**src/rtl/mem_line_arbiter.sv**
```systemverilog
// ============================================================================
// Module      : mem_line_arbiter
// Description : Round-robin arbiter sharing one fixed-latency line memory port
//               between I-cache refills and D-cache refills/writebacks.
// Revision    : 1.0 - initial release
// ============================================================================
`default_nettype none

module mem_line_arbiter #(
   parameter  int XLEN           = 32,
   parameter  int LINE_WORDS     = 4,
   parameter  int LINE_ADDR_BITS = 6,
   parameter  int MEM_LATENCY    = 4,
   localparam int LINE_BITS      = XLEN * LINE_WORDS
) (
   input  logic                      clk,
   input  logic                      rst,
   input  logic                      ic_req,
   input  logic [LINE_ADDR_BITS-1:0] ic_addr,
   output logic                      ic_done,
   output logic [LINE_BITS-1:0]      ic_rdata,
   input  logic                      dc_req,
   input  logic                      dc_we,
   input  logic [LINE_ADDR_BITS-1:0] dc_addr,
   input  logic [LINE_BITS-1:0]      dc_wdata,
   output logic                      dc_done,
   output logic [LINE_BITS-1:0]      dc_rdata,
   output logic [LINE_ADDR_BITS-1:0] mem_addr,
   output logic                      mem_we,
   output logic [LINE_BITS-1:0]      mem_wdata,
   input  logic [LINE_BITS-1:0]      mem_rdata,
   output logic                      busy
);

   localparam int              c_CNT_W    = (MEM_LATENCY > 1) ? $clog2(MEM_LATENCY) : 1;
   localparam logic [c_CNT_W-1:0] c_CNT_LOAD = c_CNT_W'(MEM_LATENCY - 1);
   localparam logic            c_SRC_I    = 1'b0;
   localparam logic            c_SRC_D    = 1'b1;

   typedef enum logic [1:0] {
      ST_IDLE = 2'd0,
      ST_BUSY = 2'd1,
      ST_RESP = 2'd2
   } state_t;

   state_t             r_state;
   state_t             w_state_nxt;
   logic [c_CNT_W-1:0] r_cnt;
   logic [c_CNT_W-1:0] w_cnt_nxt;
   logic               r_owner;
   logic               r_last_grant;
   logic               r_wflag;
   logic               w_grant_d;
   logic               w_start;
   logic               w_capture;
   logic               w_we_nxt;
   logic               w_ic_done_nxt;
   logic               w_dc_done_nxt;

   // On a collision D wins only if I was granted last.
   assign w_grant_d = dc_req & (~ic_req | (r_last_grant == c_SRC_I));

   always_comb begin
      w_state_nxt   = r_state;
      w_cnt_nxt     = r_cnt;
      w_start       = 1'b0;
      w_capture     = 1'b0;
      w_we_nxt      = 1'b0;
      w_ic_done_nxt = 1'b0;
      w_dc_done_nxt = 1'b0;
      case (r_state)
         ST_IDLE: begin
            if (ic_req | dc_req) begin
               w_start     = 1'b1;
               w_state_nxt = ST_BUSY;
               w_cnt_nxt   = c_CNT_LOAD;
               w_we_nxt    = (c_CNT_LOAD == '0) & w_grant_d & dc_we;
            end
         end
         ST_BUSY: begin
            if (r_cnt == '0) begin
               w_state_nxt   = ST_RESP;
               w_capture     = ~r_wflag;
               w_ic_done_nxt = (r_owner == c_SRC_I);
               w_dc_done_nxt = (r_owner == c_SRC_D);
            end else begin
               w_cnt_nxt = r_cnt - c_CNT_W'(1);
               // Registered strobe lands exactly on the counter==0 cycle.
               w_we_nxt  = (r_cnt == c_CNT_W'(1)) & r_wflag;
            end
         end
         ST_RESP: w_state_nxt = ST_IDLE;
         default: w_state_nxt = ST_IDLE;
      endcase
   end

   always_ff @(posedge clk or posedge rst) begin
      if (rst) begin
         r_state <= ST_IDLE;
         r_cnt   <= '0;
         mem_we  <= 1'b0;
         ic_done <= 1'b0;
         dc_done <= 1'b0;
         busy    <= 1'b0;
      end else begin
         r_state <= w_state_nxt;
         r_cnt   <= w_cnt_nxt;
         mem_we  <= w_we_nxt;
         ic_done <= w_ic_done_nxt;
         dc_done <= w_dc_done_nxt;
         busy    <= (w_state_nxt != ST_IDLE);
      end
   end

   always_ff @(posedge clk or posedge rst) begin
      if (rst) begin
         r_owner      <= c_SRC_I;
         r_last_grant <= c_SRC_D;
         r_wflag      <= 1'b0;
         mem_addr     <= '0;
         mem_wdata    <= '0;
         ic_rdata     <= '0;
         dc_rdata     <= '0;
      end else begin
         if (w_start) begin
            r_owner      <= w_grant_d;
            r_last_grant <= w_grant_d;
            r_wflag      <= w_grant_d & dc_we;
            mem_addr     <= w_grant_d ? dc_addr : ic_addr;
            if (w_grant_d) begin
               mem_wdata <= dc_wdata;
            end
         end
         if (w_capture) begin
            if (r_owner == c_SRC_D) begin
               dc_rdata <= mem_rdata;
            end else begin
               ic_rdata <= mem_rdata;
            end
         end
      end
   end

endmodule

`default_nettype wire
```
**config.mk**
```make
export PLATFORM = sky130hd
export DESIGN_NAME = mem_line_arbiter
export DESIGN_NICKNAME = d
export VERILOG_FILES = /design/src/rtl/mem_line_arbiter.sv
export SDC_FILE = /design/constraint.sdc
export NUM_CORES = 1
export LEC_CHECK = 0
export ABC_AREA = 1
export BUFFER_PORTS_ARGS = -buffer_cell sky130_fd_sc_hd__buf_2
export CELL_PAD_IN_SITES_DETAIL_PLACEMENT = 1
export CELL_PAD_IN_SITES_GLOBAL_PLACEMENT = 2
export CORE_AREA = 2 2 261 263
export CTS_CLUSTER_DIAMETER = 200
export DETAILED_ROUTE_END_ITERATION = 10
export DIE_AREA = 0 0 263 265
export PLACE_DENSITY = 0.75
export SYNTH_ARGS = -nofsm -noshare
export SYNTH_HDL_FRONTEND = slang
export SYNTH_SLANG_ARGS = --single-unit
```
**constraint.sdc**
```tcl
create_clock -name clk -period 14.25 [get_ports clk]
set_input_delay 1.425 -clock clk [delete_from_list [all_inputs] [get_ports clk]]
set_output_delay 1.425 -clock clk [all_outputs]
set_load 0.01 [all_outputs]
```
==> results.md <==
* Mean number of vias per cell at around 4.4
* Post-synthesis sequential area ratio at between 60% and 70%
* Final worst-path cycle share at a little over a quarter
* Post-synthesis cell type count at 23
* Worst Hold End: dc_rdata[52]
* Comb pwr share at 37.6%
* DRT iter0 DRCs at 775
* Max Freq at 262 MHz
* Post-DP HPWL at 45200 um
* Max-cap violations at 0
* RSZ-0062 raised after global routing: false
* WL met1 at 24500 um
* PortBufs at 666
* Layout cell share with drive strength beyond 1 at a little under a third
* Hold_sp: dc_rdata[52]
* Initial core utilization at between 20% and 30%
* CP arrival at 4.22 ns
* Worst Setup End Kind: register
* DR WL met3 at just over 5000 um
* Root buf cell: clkbuf_16
* Post-route clock skew at 0.0199 ns
* Total net switching power at 2.16 mW
* H-tree depth at 2
* Syn. warnings at 0
* Critical Path RT at 14.66 ns
* # setup viols final at 0
* Min cycle time layout at 3.81 ns
* Post-synth EDFFs at 0
* Die width at 263 um
* Ranking of synthesized cells by area: dfrtp_1 63%, nand2_1 16%, nand3_1 8.6%
* Core area at between 0.06 and 0.07 mm^2
* Reg2reg path depth at 5
* Crit path max fanout at 110
* Initial DRT Pass Iterations at 5
* GP Congestion at 0.823
* Ys async rst share at 100%
* Post-synth top area share at 62.9%
* Syn nets at 2039
* DR WL met2 at 32400 um
* Row count at 95
* FILL cells at 8083
* DR top layer: met5
* CP Launch Type: primary input
* First-pass GRT wire length at 97800 um
* Status: finished clean
* Final WL at 64300 um
* Remaining Overflow, GRT at 0
* Top-count cell post-synth: nand2_1
* Sw Ratio at 40.6%
* Worst Max-Slew Pin Slew at 1.03 ns
* Longest Clk Path Bufs at 3
* WS Path Type: in -> reg
* Post-synth top area cell: dfrtp_1
* Worst hold path depth at 2
* Routed length per instance at around 19 um
* Leakage at 12.1 nW
* CTS tree: done
* GRT Resource Usage Total at 18.1%
* Max_slew headroom at 31.6%
* Syn Inst Count at around 1800
* R2r setup slk at 10.87 ns
* Skew-Pair Late Insertion Delay at 0.58 ns
* Die footprint at ~0.07 mm^2
* Flop pwr share at about two fifths
* Die Span Y at 265 um
* Avg Inst Size Synth at ~9 um^2
* Top post-synthesis cells by count: 675 x nand2_1, 400 x dfrtp_1, 274 x nand3_1
* CTS clk-pin slew, worst paths at 0.05 ns
* Via Count at 14599
* Worst reg2reg startpoint: r_last_grant
* CTS Sinks at 401
* Largest net degree at the start of global routing at 145
* Pint at 3.16 mW
* Clock Power Share at 24.3%
* Power Density at 247 mW/mm^2
* Area of the mapped netlist at 0.0159 mm^2
* Area growth syn-to-layout at 35.5%
* WHS at 0.465 ns
* Top_reg_cell synth: dfrtp_1
* Initial antenna violation count at 31
* Num CTS Buffers at 49
* Hold Violations, Final at 0
* Flop and latch count out of synthesis at between 400 and 500
* Vias in the first global route at 15829
* Residual DRC at 0
* Setup Fix Bufs, Post-CTS at 0
* Max Slew Vio Count at 0
* ANT nets after route at 0
* Nets at 2655
* Reg-to-Reg End: mem_wdata[85]
* IO Count at 667
* VDD IR-drop max at roughly 0.1 mV
* Post-cts sizing count at 0
* Hold crit path type: reg -> reg
* Hold Buf Count CTS at 0
* TNS Setup at 0 ns
[metal layers]
metal  global-route usage (%)  vias up
li1                         -     6784
met1                     20.3     7178
met3                     6.39      136
met2                     31.8      469
met4                     6.55       32
met5                        0        -
[sequential cells by signal, indices dropped and copies added, names as in the netlist, 2 cells and up]
signal / flops
ic_rdata: 128
r_state: 2
mem_addr: 6
r_cnt: 2
dc_rdata: 128
mem_wdata: 128
[cell families after synthesis]
group | after synthesis | share of synthesized area (%)
compound gates | 132 | 4.17
fa+ha+maj | 3 | 0.236
buf+inv | 265 | 7.52
flops | 401 | 63.1
simple gates | 962 | 25.0
[worst max-delay path, cell delays in order]
cell	delay, ns
buf_2	0.10
nand2_1	0.21
nand3_4	0.41
buf_4	0.84
buf_4	0.92
o21ai_0	0.22
[cells in the final DEF (no fill, tap or decap), types with 2 or more instances in the layout]
cell	instances
inv_6	2
clkbuf_16	51
nand3_4	2
clkbuf_8	8
ha_1	3
inv_4	2
nor2_1	5
diode_2	15
buf_2	666
clkinvlp_4	2
nand2_1	674
nor2_4	2
o21ai_0	43
clkbuf_1	14
inv_2	2
inv_1	146
bufinv_16	4
clkinv_2	7
buf_4	12
nor2_2	2
nand3_1	273
o21ai_1	87
dfrtp_1	400
[power groups by stage]
stage	sequential, mW	combinational [mW]	clock [mW]
3_5_place_dp	2.04	2.05	0
3_3_place_gp	2.02	2.00	0
2_1_floorplan	2.27	0.763	0
6_report	2.03	2.00	1.29
4_1_cts	2.03	2.05	1.33
5_1_grt	2.10	2.21	1.37
[worst max-delay path by stage]
stage / slack (ns) / from / to / cells past startpoint
6_report: 10.44 / ic_req / mem_wdata[85] / 6
4_1_cts: 10.48 / ic_req / mem_wdata[85] / 6
5_1_grt: 10.11 / ic_req / mem_wdata[85] / 6
3_3_place_gp: 10.04 / ic_req / mem_wdata[61] / 6
3_5_place_dp: 9.87 / ic_req / mem_wdata[86] / 6
2_1_floorplan: 1.67 / rst / busy / 1
[layout make-up]
cell class / count / area (um^2) / area share [%]
Clock inverter: 17 / 213 / 0.987
Inverter: 151 / 579 / 2.69
Sequential cell: 401 / 10000 / 46.6
Antenna cell: 15 / 37.5 / 0.174
Clock buffer: 73 / 1440 / 6.68
Timing Repair Buffer: 679 / 3440 / 16.0
Tap cell: 873 / 1090 / 5.07
Multi-Input combinational cell: 1097 / 4710 / 21.9
[through the flow]
| stage | setup WS [ns] | instance area [um^2] | power (mW) | util [%] | instances |
|---|---|---|---|---|---|
| 2_1_floorplan | 1.67 | 15900 | 3.03 | - | 1763 |
| 4_1_cts | 10.48 | 21500 | 5.42 | 32.2 | 3291 |
| 3_5_place_dp | 9.87 | 19900 | 4.09 | 29.7 | 3201 |
| 5_1_grt | 10.11 | 21500 | 5.69 | 32.2 | 3299 |
| 3_3_place_gp | 10.04 | 19900 | 4.02 | 29.7 | 3201 |
| 6_report | 10.44 | 21600 | 5.32 | 32.3 | 3306 |
Power figures use the tool's default switching activity.
